`config.mk`:
```
export PLATFORM = sky130hd
export DESIGN_NAME = param_layer_engine_flat
export DESIGN_NICKNAME = d
export VERILOG_FILES = /design/src/rtl/param_layer_engine_if.sv /design/src/rtl/param_layer_engine.sv /design/src/flat_wrapper.sv
export SDC_FILE = /design/constraint.sdc
export NUM_CORES = 1
export LEC_CHECK = 0
export ABC_AREA = 1
export CORE_MARGIN = 2
export CORE_UTILIZATION = 45
export DETAILED_ROUTE_END_ITERATION = 8
export PLACE_DENSITY_LB_ADDON = 0.1
export RECOVER_POWER = 100
export SLEW_MARGIN = 20
export SYNTH_ARGS = -nofsm -noshare
export SYNTH_HDL_FRONTEND = slang
export SYNTH_SLANG_ARGS = --single-unit
export TNS_END_PERCENT = 1
```
`constraint.sdc`:
```
create_clock -name sysclk -period 11.17 [get_ports sysclk]
set_input_delay 1.6755 -clock sysclk [delete_from_list [all_inputs] [get_ports sysclk]]
set_output_delay 1.6755 -clock sysclk [all_outputs]
set_load 0.05 [all_outputs]
```
`src/rtl/param_layer_engine_if.sv`:
```
// Handshake and weight-memory signals between the layer engine and its surroundings.
// The engine takes the slave side; the loader/weight memory/consumer take the master side.
interface param_layer_engine_if #(
    parameter int N_UNITS  = 4,
    parameter int DATA_W   = 8,
    parameter int WEIGHT_W = 8,
    parameter int ADDR_W   = 10
);
    logic                         start;
    logic [1:0]                   act_mode;
    logic                         in_valid;
    logic [DATA_W-1:0]            in_data;
    logic                         in_ready;
    logic                         w_rd;
    logic [ADDR_W-1:0]            w_addr;
    logic [N_UNITS*WEIGHT_W-1:0]  w_data;
    logic                         busy;
    logic                         done;
    logic [N_UNITS*DATA_W-1:0]    result;
    logic                         result_valid;

    modport master (
        output start, act_mode, in_valid, in_data, w_data,
        input  in_ready, w_rd, w_addr, busy, done, result, result_valid
    );

    modport slave (
        input  start, act_mode, in_valid, in_data, w_data,
        output in_ready, w_rd, w_addr, busy, done, result, result_valid
    );
endinterface

```
`src/rtl/param_layer_engine.sv`:
```
// N_UNITS-lane fully connected network: loads an input vector, runs N_LAYERS
// MAC+activation passes with weights streamed one row per cycle, then presents the result.
module param_layer_engine #(
    parameter int N_UNITS    = 4,
    parameter int DATA_W     = 8,
    parameter int WEIGHT_W   = 8,
    parameter int ACC_W      = 20,
    parameter int N_LAYERS   = 3,
    parameter int FRAC_SHIFT = 7,
    parameter int ADDR_W     = 10
) (
    input  logic                  sysclk,
    input  logic                  reset,
    param_layer_engine_if.slave   bus
);
    localparam int CNT_W   = $clog2(N_UNITS + 1);
    localparam int LAYER_W = (N_LAYERS > 1) ? $clog2(N_LAYERS) : 1;
    localparam logic [CNT_W-1:0]   CNT_LAST    = CNT_W'(N_UNITS - 1);
    localparam logic [CNT_W-1:0]   CNT_MAC_END = CNT_W'(N_UNITS);
    localparam logic [LAYER_W-1:0] LAYER_LAST  = LAYER_W'(N_LAYERS - 1);
    localparam logic signed [ACC_W-1:0] SAT_MAX = {{(ACC_W-DATA_W+1){1'b0}}, {(DATA_W-1){1'b1}}};
    localparam logic signed [ACC_W-1:0] SAT_MIN = {{(ACC_W-DATA_W+1){1'b1}}, {(DATA_W-1){1'b0}}};

    typedef enum logic [2:0] {S_IDLE, S_LOAD, S_MAC, S_ACT, S_FIN} state_t;

    state_t                      r_state;
    logic [CNT_W-1:0]            r_cnt;
    logic [LAYER_W-1:0]          r_layer;
    logic [1:0]                  r_mode;
    logic signed [DATA_W-1:0]    r_x   [N_UNITS];
    logic signed [ACC_W-1:0]     r_acc [N_UNITS];
    logic                        r_busy;
    logic                        r_in_ready;
    logic                        r_w_rd;
    logic [ADDR_W-1:0]           r_w_addr;
    logic                        r_done;
    logic                        r_result_valid;
    logic [N_UNITS*DATA_W-1:0]   r_result;

    logic signed [DATA_W-1:0]    w_xsel;
    logic signed [ACC_W-1:0]     w_prod [N_UNITS];
    logic signed [DATA_W-1:0]    w_y    [N_UNITS];

    // In MAC cycle c the returning weight row pairs with input element c-1.
    always_comb begin
        w_xsel = '0;
        for (int k = 0; k < N_UNITS; k++) begin
            if (r_cnt == CNT_W'(k + 1)) w_xsel = r_x[k];
        end
    end

    for (genvar gi = 0; gi < N_UNITS; gi++) begin : g_lane
        logic signed [WEIGHT_W-1:0] w_wt;
        logic signed [ACC_W-1:0]    w_shift;
        logic signed [DATA_W-1:0]   w_sat;
        logic                       w_pos;

        assign w_wt    = bus.w_data[gi*WEIGHT_W +: WEIGHT_W];
        assign w_prod[gi] = ACC_W'(w_xsel) * ACC_W'(w_wt);
        assign w_shift = r_acc[gi] >>> FRAC_SHIFT;
        assign w_sat   = (w_shift > SAT_MAX) ? SAT_MAX[DATA_W-1:0] :
                         (w_shift < SAT_MIN) ? SAT_MIN[DATA_W-1:0] : w_shift[DATA_W-1:0];
        assign w_pos   = !r_acc[gi][ACC_W-1] && (r_acc[gi] != '0);
        assign w_y[gi] = (r_mode == 2'b10) ? (w_pos ? DATA_W'(1) : '0) :
                         ((r_mode == 2'b01) && w_shift[ACC_W-1]) ? '0 : w_sat;
    end

    always_ff @(posedge sysclk or negedge reset) begin
        if (!reset) begin
            r_state        <= S_IDLE;
            r_cnt          <= '0;
            r_layer        <= '0;
            r_mode         <= '0;
            r_busy         <= 1'b0;
            r_in_ready     <= 1'b0;
            r_w_rd         <= 1'b0;
            r_w_addr       <= '0;
            r_done         <= 1'b0;
            r_result_valid <= 1'b0;
            r_result       <= '0;
            for (int k = 0; k < N_UNITS; k++) begin
                r_x[k]   <= '0;
                r_acc[k] <= '0;
            end
        end else begin
            r_done <= 1'b0;
            case (r_state)
                S_IDLE: begin
                    // done is still high in the first IDLE cycle; starts wait one more cycle
                    if (bus.start && !r_done) begin
                        r_mode         <= bus.act_mode;
                        r_result_valid <= 1'b0;
                        r_cnt          <= '0;
                        r_busy         <= 1'b1;
                        r_in_ready     <= 1'b1;
                        r_state        <= S_LOAD;
                    end
                end
                S_LOAD: begin
                    if (bus.in_valid) begin
                        for (int k = 0; k < N_UNITS; k++) begin
                            if (r_cnt == CNT_W'(k)) r_x[k] <= bus.in_data;
                        end
                        if (r_cnt == CNT_LAST) begin
                            r_cnt      <= '0;
                            r_layer    <= '0;
                            r_in_ready <= 1'b0;
                            r_w_rd     <= 1'b1;
                            r_w_addr   <= '0;
                            for (int k = 0; k < N_UNITS; k++) r_acc[k] <= '0;
                            r_state    <= S_MAC;
                        end else begin
                            r_cnt <= r_cnt + CNT_W'(1);
                        end
                    end
                end
                S_MAC: begin
                    if (r_cnt != '0) begin
                        for (int k = 0; k < N_UNITS; k++) r_acc[k] <= r_acc[k] + w_prod[k];
                    end
                    if (r_cnt == CNT_LAST)     r_w_rd   <= 1'b0;
                    else if (r_cnt < CNT_LAST) r_w_addr <= r_w_addr + ADDR_W'(1);
                    if (r_cnt == CNT_MAC_END) begin
                        r_cnt   <= '0;
                        r_state <= S_ACT;
                    end else begin
                        r_cnt <= r_cnt + CNT_W'(1);
                    end
                end
                S_ACT: begin
                    for (int k = 0; k < N_UNITS; k++) r_x[k] <= w_y[k];
                    if (r_layer == LAYER_LAST) begin
                        r_state <= S_FIN;
                    end else begin
                        r_layer  <= r_layer + LAYER_W'(1);
                        r_w_rd   <= 1'b1;
                        r_w_addr <= r_w_addr + ADDR_W'(1);
                        for (int k = 0; k < N_UNITS; k++) r_acc[k] <= '0;
                        r_state  <= S_MAC;
                    end
                end
                S_FIN: begin
                    for (int k = 0; k < N_UNITS; k++) r_result[k*DATA_W +: DATA_W] <= r_x[k];
                    r_result_valid <= 1'b1;
                    r_done         <= 1'b1;
                    r_busy         <= 1'b0;
                    r_state        <= S_IDLE;
                end
                default: r_state <= S_IDLE;
            endcase
        end
    end

    assign bus.in_ready     = r_in_ready;
    assign bus.w_rd         = r_w_rd;
    assign bus.w_addr       = r_w_addr;
    assign bus.busy         = r_busy;
    assign bus.done         = r_done;
    assign bus.result       = r_result;
    assign bus.result_valid = r_result_valid;
endmodule

```
`src/flat_wrapper.sv`:
```
// flat-port wrapper written by rule: the top's interface ports become plain ports
module param_layer_engine_flat 
#(
    parameter int N_UNITS    = 4,
    parameter int DATA_W     = 8,
    parameter int WEIGHT_W   = 8,
    parameter int ACC_W      = 20,
    parameter int N_LAYERS   = 3,
    parameter int FRAC_SHIFT = 7,
    parameter int ADDR_W     = 10
)
  (sysclk, reset, bus_start, bus_act_mode, bus_in_valid, bus_in_data, bus_w_data, bus_in_ready, bus_w_rd, bus_w_addr, bus_busy, bus_done, bus_result, bus_result_valid);
  param_layer_engine_if #(.N_UNITS(N_UNITS), .DATA_W(DATA_W), .WEIGHT_W(WEIGHT_W), .ADDR_W(ADDR_W)) bus_i ();
  input  logic sysclk;
  input  logic reset;
  input wire logic [$bits(bus_i.start)-1:0] bus_start;
  input wire logic [$bits(bus_i.act_mode)-1:0] bus_act_mode;
  input wire logic [$bits(bus_i.in_valid)-1:0] bus_in_valid;
  input wire logic [$bits(bus_i.in_data)-1:0] bus_in_data;
  input wire logic [$bits(bus_i.w_data)-1:0] bus_w_data;
  output wire logic [$bits(bus_i.in_ready)-1:0] bus_in_ready;
  output wire logic [$bits(bus_i.w_rd)-1:0] bus_w_rd;
  output wire logic [$bits(bus_i.w_addr)-1:0] bus_w_addr;
  output wire logic [$bits(bus_i.busy)-1:0] bus_busy;
  output wire logic [$bits(bus_i.done)-1:0] bus_done;
  output wire logic [$bits(bus_i.result)-1:0] bus_result;
  output wire logic [$bits(bus_i.result_valid)-1:0] bus_result_valid;
  assign bus_i.start = bus_start;
  assign bus_i.act_mode = bus_act_mode;
  assign bus_i.in_valid = bus_in_valid;
  assign bus_i.in_data = bus_in_data;
  assign bus_i.w_data = bus_w_data;
  assign bus_in_ready = bus_i.in_ready;
  assign bus_w_rd = bus_i.w_rd;
  assign bus_w_addr = bus_i.w_addr;
  assign bus_busy = bus_i.busy;
  assign bus_done = bus_i.done;
  assign bus_result = bus_i.result;
  assign bus_result_valid = bus_i.result_valid;
  param_layer_engine #(.N_UNITS(N_UNITS), .DATA_W(DATA_W), .WEIGHT_W(WEIGHT_W), .ACC_W(ACC_W), .N_LAYERS(N_LAYERS), .FRAC_SHIFT(FRAC_SHIFT), .ADDR_W(ADDR_W)) u_core (.sysclk(sysclk), .reset(reset), .bus(bus_i));
endmodule
```
# Word level (Yosys, flattened, before mapping)
# Cells that the tools add are included.
# word_totals
reg_bits	169
elab_cells	169
# classes
n_addsub	7
multipliers	4
eq_ne	23
n_reduce_logical	39
n_lt_le_gt_ge	9
muxes	68
# ops
operator	count
$mux 80	4
$pmux 80 s3	1
$mux 8	24
$add 20x16->20	4
$reduce_bool 20->1	4
$mul 8x8->16	4
$pmux 32 s2	1
$gt 13x8->1 const B	4
$lt 13x8->1 const B	4
$mux 10	5
$mux 32	1
$pmux 10 s3	1
$mux 3	9
$ne 2x1->1 const B	9
$reduce_and 3->1	5
$eq 3x2->1 const B	4
$mux 1	12
$pmux 3 s4	1
$reduce_and 4->1	3
$add 10x1->10 const B	1
$reduce_and 5->1	2
$logic_and 1x1->1	9
$pmux 3 s3	1
$reduce_bool 3->1	3
other kinds (17)	34

# Logic depth before layout (Yosys ltp)
# depth
depth_word	9
depth_mapped	32
mapped_depth_nobuf	31

# Worst setup path before layout
# No wires, ideal clock.
# synth_timing
kind	input port to flip-flop
from	in bus_w_data[24]
to	reg u_core.r_acc, in the netlist u_core.g_lane[3].w_shift[7]
t_arrival_ns	6.445
t_required_ns	11.053
stages	19
slack_ns	4.608
path_buffers	0
cell_sequence	inv_1 > nor2_1 > inv_1 > fa_1 > inv_1 > fa_1 > fa_1 > fa_1 > fa_1 > ha_1 > nand2_1 > o21ai_0 > nand2_1 > nand2_1 > nand2_1 > nand2_1 > nand2_1 > nand3_1 > nand2_1
# synth_via
elab_chain_len	4
# synth_rtl
item	line_no	source
start: declaration	flat_wrapper.sv:20	input wire logic [$bits(bus_i.w_data)-1:0] bus_w_data;
$mul 8x8->16	param_layer_engine.sv:59	assign w_prod[gi] = ACC_W'(w_xsel) * ACC_W'(w_wt);
$add 20x16->20	param_layer_engine.sv:119	for (int k = 0; k < N_UNITS; k++) r_acc[k] <= r_acc[k] + w_prod[k];
$mux 80	param_layer_engine.sv:118	if (r_cnt != '0) begin
$pmux 80 s3	param_layer_engine.sv:87	case (r_state)
end signal: indexed assignment	param_layer_engine.sv:83	r_acc[k] <= '0;
end: declaration	param_layer_engine.sv:31	logic signed [ACC_W-1:0] r_acc [N_UNITS];
# Every way passes these cells. The select of a mux whose other input is x is not followed.
# A chain may end at the register's enable or synchronous reset.

# Worst setup path after layout
# layout_timing
from	reg u_core.r_cnt[0]
to	reg u_core.r_acc, in the netlist u_core.g_lane[0].w_shift[11]
# layout_via
elab_chain_len	9
word_cells_on_any_way	16
cone_classes	add/sub (1); mul (1); eq/ne (6); mux (6); reduce/logical (2)
# layout_rtl
item	line_no	source
start: declaration	param_layer_engine.sv:27	logic [CNT_W-1:0] r_cnt;
start signal: assignment	param_layer_engine.sv:113	r_cnt <= r_cnt + CNT_W'(1);
start signal: assignment	param_layer_engine.sv:127	r_cnt <= r_cnt + CNT_W'(1);
$eq 3x1->1	param_layer_engine.sv:48	if (r_cnt == CNT_W'(k + 1)) w_xsel = r_x[k];
$mux 8 (4 in series)	param_layer_engine.sv:48	
$mul 8x8->16	param_layer_engine.sv:59	
$add 20x16->20	param_layer_engine.sv:119	
$mux 80	param_layer_engine.sv:118	
$pmux 80 s3	param_layer_engine.sv:87	
# Several ways; a longest one is shown, not always the timed one. The select of a mux whose other input is x is not followed.

==> flow_summary.ini <==
[synthesis]
synth_common_cells = nand2_1 (658), inv_1 (598), fa_1 (352)
syn_inst = 2793
synthAdderAreaFrac = 0.420
avgSynthCellArea_um2 = 8.05
synth_cell_types = 39
synth_top_family_by_area = adder cells
synthMuxAreaShare = 0
synth_compound_area_frac = 0.0671
syn-num-nets = 3383
yosysWarnings = 0
synth_edf_count = 0
synth-simple-area-share = 0.202
synth_xor_area_frac = 0.00974
ys_ff_latch = 169
synth_top_cell_area_share = 0.313
netlist.top_cell.by_area = fa_1
synthArstFlopShare = 1.00
synthesis.area_um2 = 22500
synth_most_common_cell = nand2_1
synthTopCellsByArea = fa_1 (31%), dfrtp_1 (19%), nand2_1 (11%), ha_1 (11%), inv_1 (10%)
ys_seq_area_frac = 0.188
ys.flop_type = dfrtp_1

[status]
status = finished with violations
violations = capacitance limit, slew limit

[timing]
rsz0062_at_grt = no
tns_ps = 0
layout_min_cycle_time_ps = 8810
hold_violations = 0
setup_violations = 0
max_freq_mhz = 114
worst_pin_slew_ps = 5460
period_share = 0.789
slew_violations = 262
maxSlewHeadroom = -2.64
finClkSkew_ps = 17.6

[floorplan]
fp.dieH_um = 228
core_um2 = 49200
initial_core_util = 0.458
fp-row-count = 81
boundaryPins = 93
dieArea_um2 = 51800
die_w_um = 228

[grt]
overflow = 0
antenna_found_initial = 1
first_global_vias = 18999
grt_use_total = 0.249
grt_pass1_wl_mm = 100
grt_max_degree = 100

[clock_network]
clockBufferDepth = 2
numCtsBuffers = 17
clk_pin_slew_worst_paths_ps = 80
cts_root_buffer = clkbuf_16
post_cts_buffers = 0
numClockSinks = 169
cts_hold_buf = 0
htreeDepth = 4
clk_latency_ps = 460
cts_tree = built
post_cts_resized = 0

[final_layout]
area_growth_pct = 9.76
drive_gt1_frac = 0.0226
diodes = 0
fin_area_um2 = 24700
n_fill_cell = 4849
final_nets = 3459
final_util = 0.502

[critical_path]
cp_slowest_cell = clkbuf_1
start_kind = flip-flop
critPathMaxFanout = 21
cp_common_cell = nand2_1
crit_type = reg2reg
cp.arrival_ps = 9150
critPathMaxStageDelay_ps = 960
end_kind = flip-flop
crit_required_ps = 11510

[run]
cap_violations = 4

[placement]
place_area_um2 = 24100
place.detailed.hpwl_mm = 48.9
gp_congestion = 0.931
port_buffers = 92

[detailed_routing]
drt-initial-drc-count = 1057
wl_per_cell_um = 16.9
postRouteAntennaNets = 0
via_per_inst = 5.05
first_pass_iters = 5
vias = 17900
postRouteWirelength_mm = 60.1
drc_errors = 0

[hold_path]
min_path_type = reg2reg
[flip-flops by register name, summed over array words and instances (netlist names), 2 cells and up]
register               count
u_core.r_mode              2
u_core.bus.w_addr         10
u_core.g_lane.w_shift     52
u_core.bus.result         32
u_core.r_layer             2
u_core.r_x                32
u_core.r_state             3
u_core.r_acc              28
u_core.r_cnt               3
[worst max-delay path: cells and delay by family, from the launching register on]
family / cells / cell delay (ps)
flip-flops: 1 / 390
buffers and inverters: 7 / 3160
adder cells (fa/ha/maj): 7 / 3070
AO/OA/AOI/OAI: 4 / 820
AND/OR/NAND/NOR: 10 / 1230
[cell usage in the layout, fill, tap and decap left out, types with 11 or more instances in the layout]
master	n
a21oi_1	73
nand2_1	659
nand3_1	112
dfrtp_1	169
inv_1	600
fa_1	352
nor2_1	302
o22ai_1	18
o31ai_1	11
nor3_1	16
xnor2_1	16
ha_1	192
clkbuf_16	17
clkdlybuf4s50_1	42
nand3b_1	11
o21ai_0	123
nand4_1	14
dlygate4sd3_1	49
[cell families after synthesis]
| group | count (synthesis) |
|---|---|
| DFF | 169 |
| and+or+nand+nor | 1128 |
| xor gates and xnor gates | 25 |
| buffers and inverters | 662 |
| AOI/OAI and AO/OA | 265 |
| adders and majority gates | 544 |
[routing by layer]
metal | up-vias | part of all wire | routed length [um] | track usage
met5 | - | 0.00022 | 13 | 0
met4 | 2 | 0.026 | 1550 | 0.0692
met3 | 79 | 0.042 | 2510 | 0.0280
met2 | 384 | 0.47 | 28100 | 0.413
met1 | 8816 | 0.46 | 27900 | 0.348
li1 | 8619 | - | - | -
[per-stage QoR]
stage	hold WS (ps)	cells	setup slack [ps]
6_report	475	3546	2360
5_1_grt	507	3546	1770
4_1_cts	485	3546	4070
3_5_place_dp	465	3514	4080
3_3_place_gp	456	3514	3860
2_1_floorplan	449	2793	4610
[area by class of cell]
type                            count  area, um^2  share of cell area
Inverter                          610        2290              0.0928
Sequential cell                   169        4230               0.171
Multi-Input combinational cell   1962       15700               0.636
Clock buffer                       18         439              0.0178
Tap cell                          664         831              0.0337
Clock inverter                     14         179             0.00725
Timing Repair Buffer              109        1010              0.0409
[final timing paths]
| path | start | endpoint | slack (ps) | cells past startpoint |
|---|---|---|---|---|
| worst max-delay path | u_core.r_cnt[0] | u_core.g_lane[0].w_shift[11] | 2360 | 28 |
| worst min-delay path | u_core.bus.result_valid | u_core.bus.result_valid | 470 | 2 |
| worst max register to register | u_core.r_cnt[0] | u_core.g_lane[0].w_shift[11] | 2360 | 28 |
| worst min register to register | u_core.bus.result_valid | u_core.bus.result_valid | 470 | 2 |
| max in group asynchronous | reset | u_core.g_lane[2].w_shift[0] | 3870 | 2 |
| min in group asynchronous | reset | u_core.g_lane[0].w_shift[9] | 3200 | 1 |
Power is not shown: default switching activity piles up to over one toggle a cycle in this logic, so the estimate is an artifact.
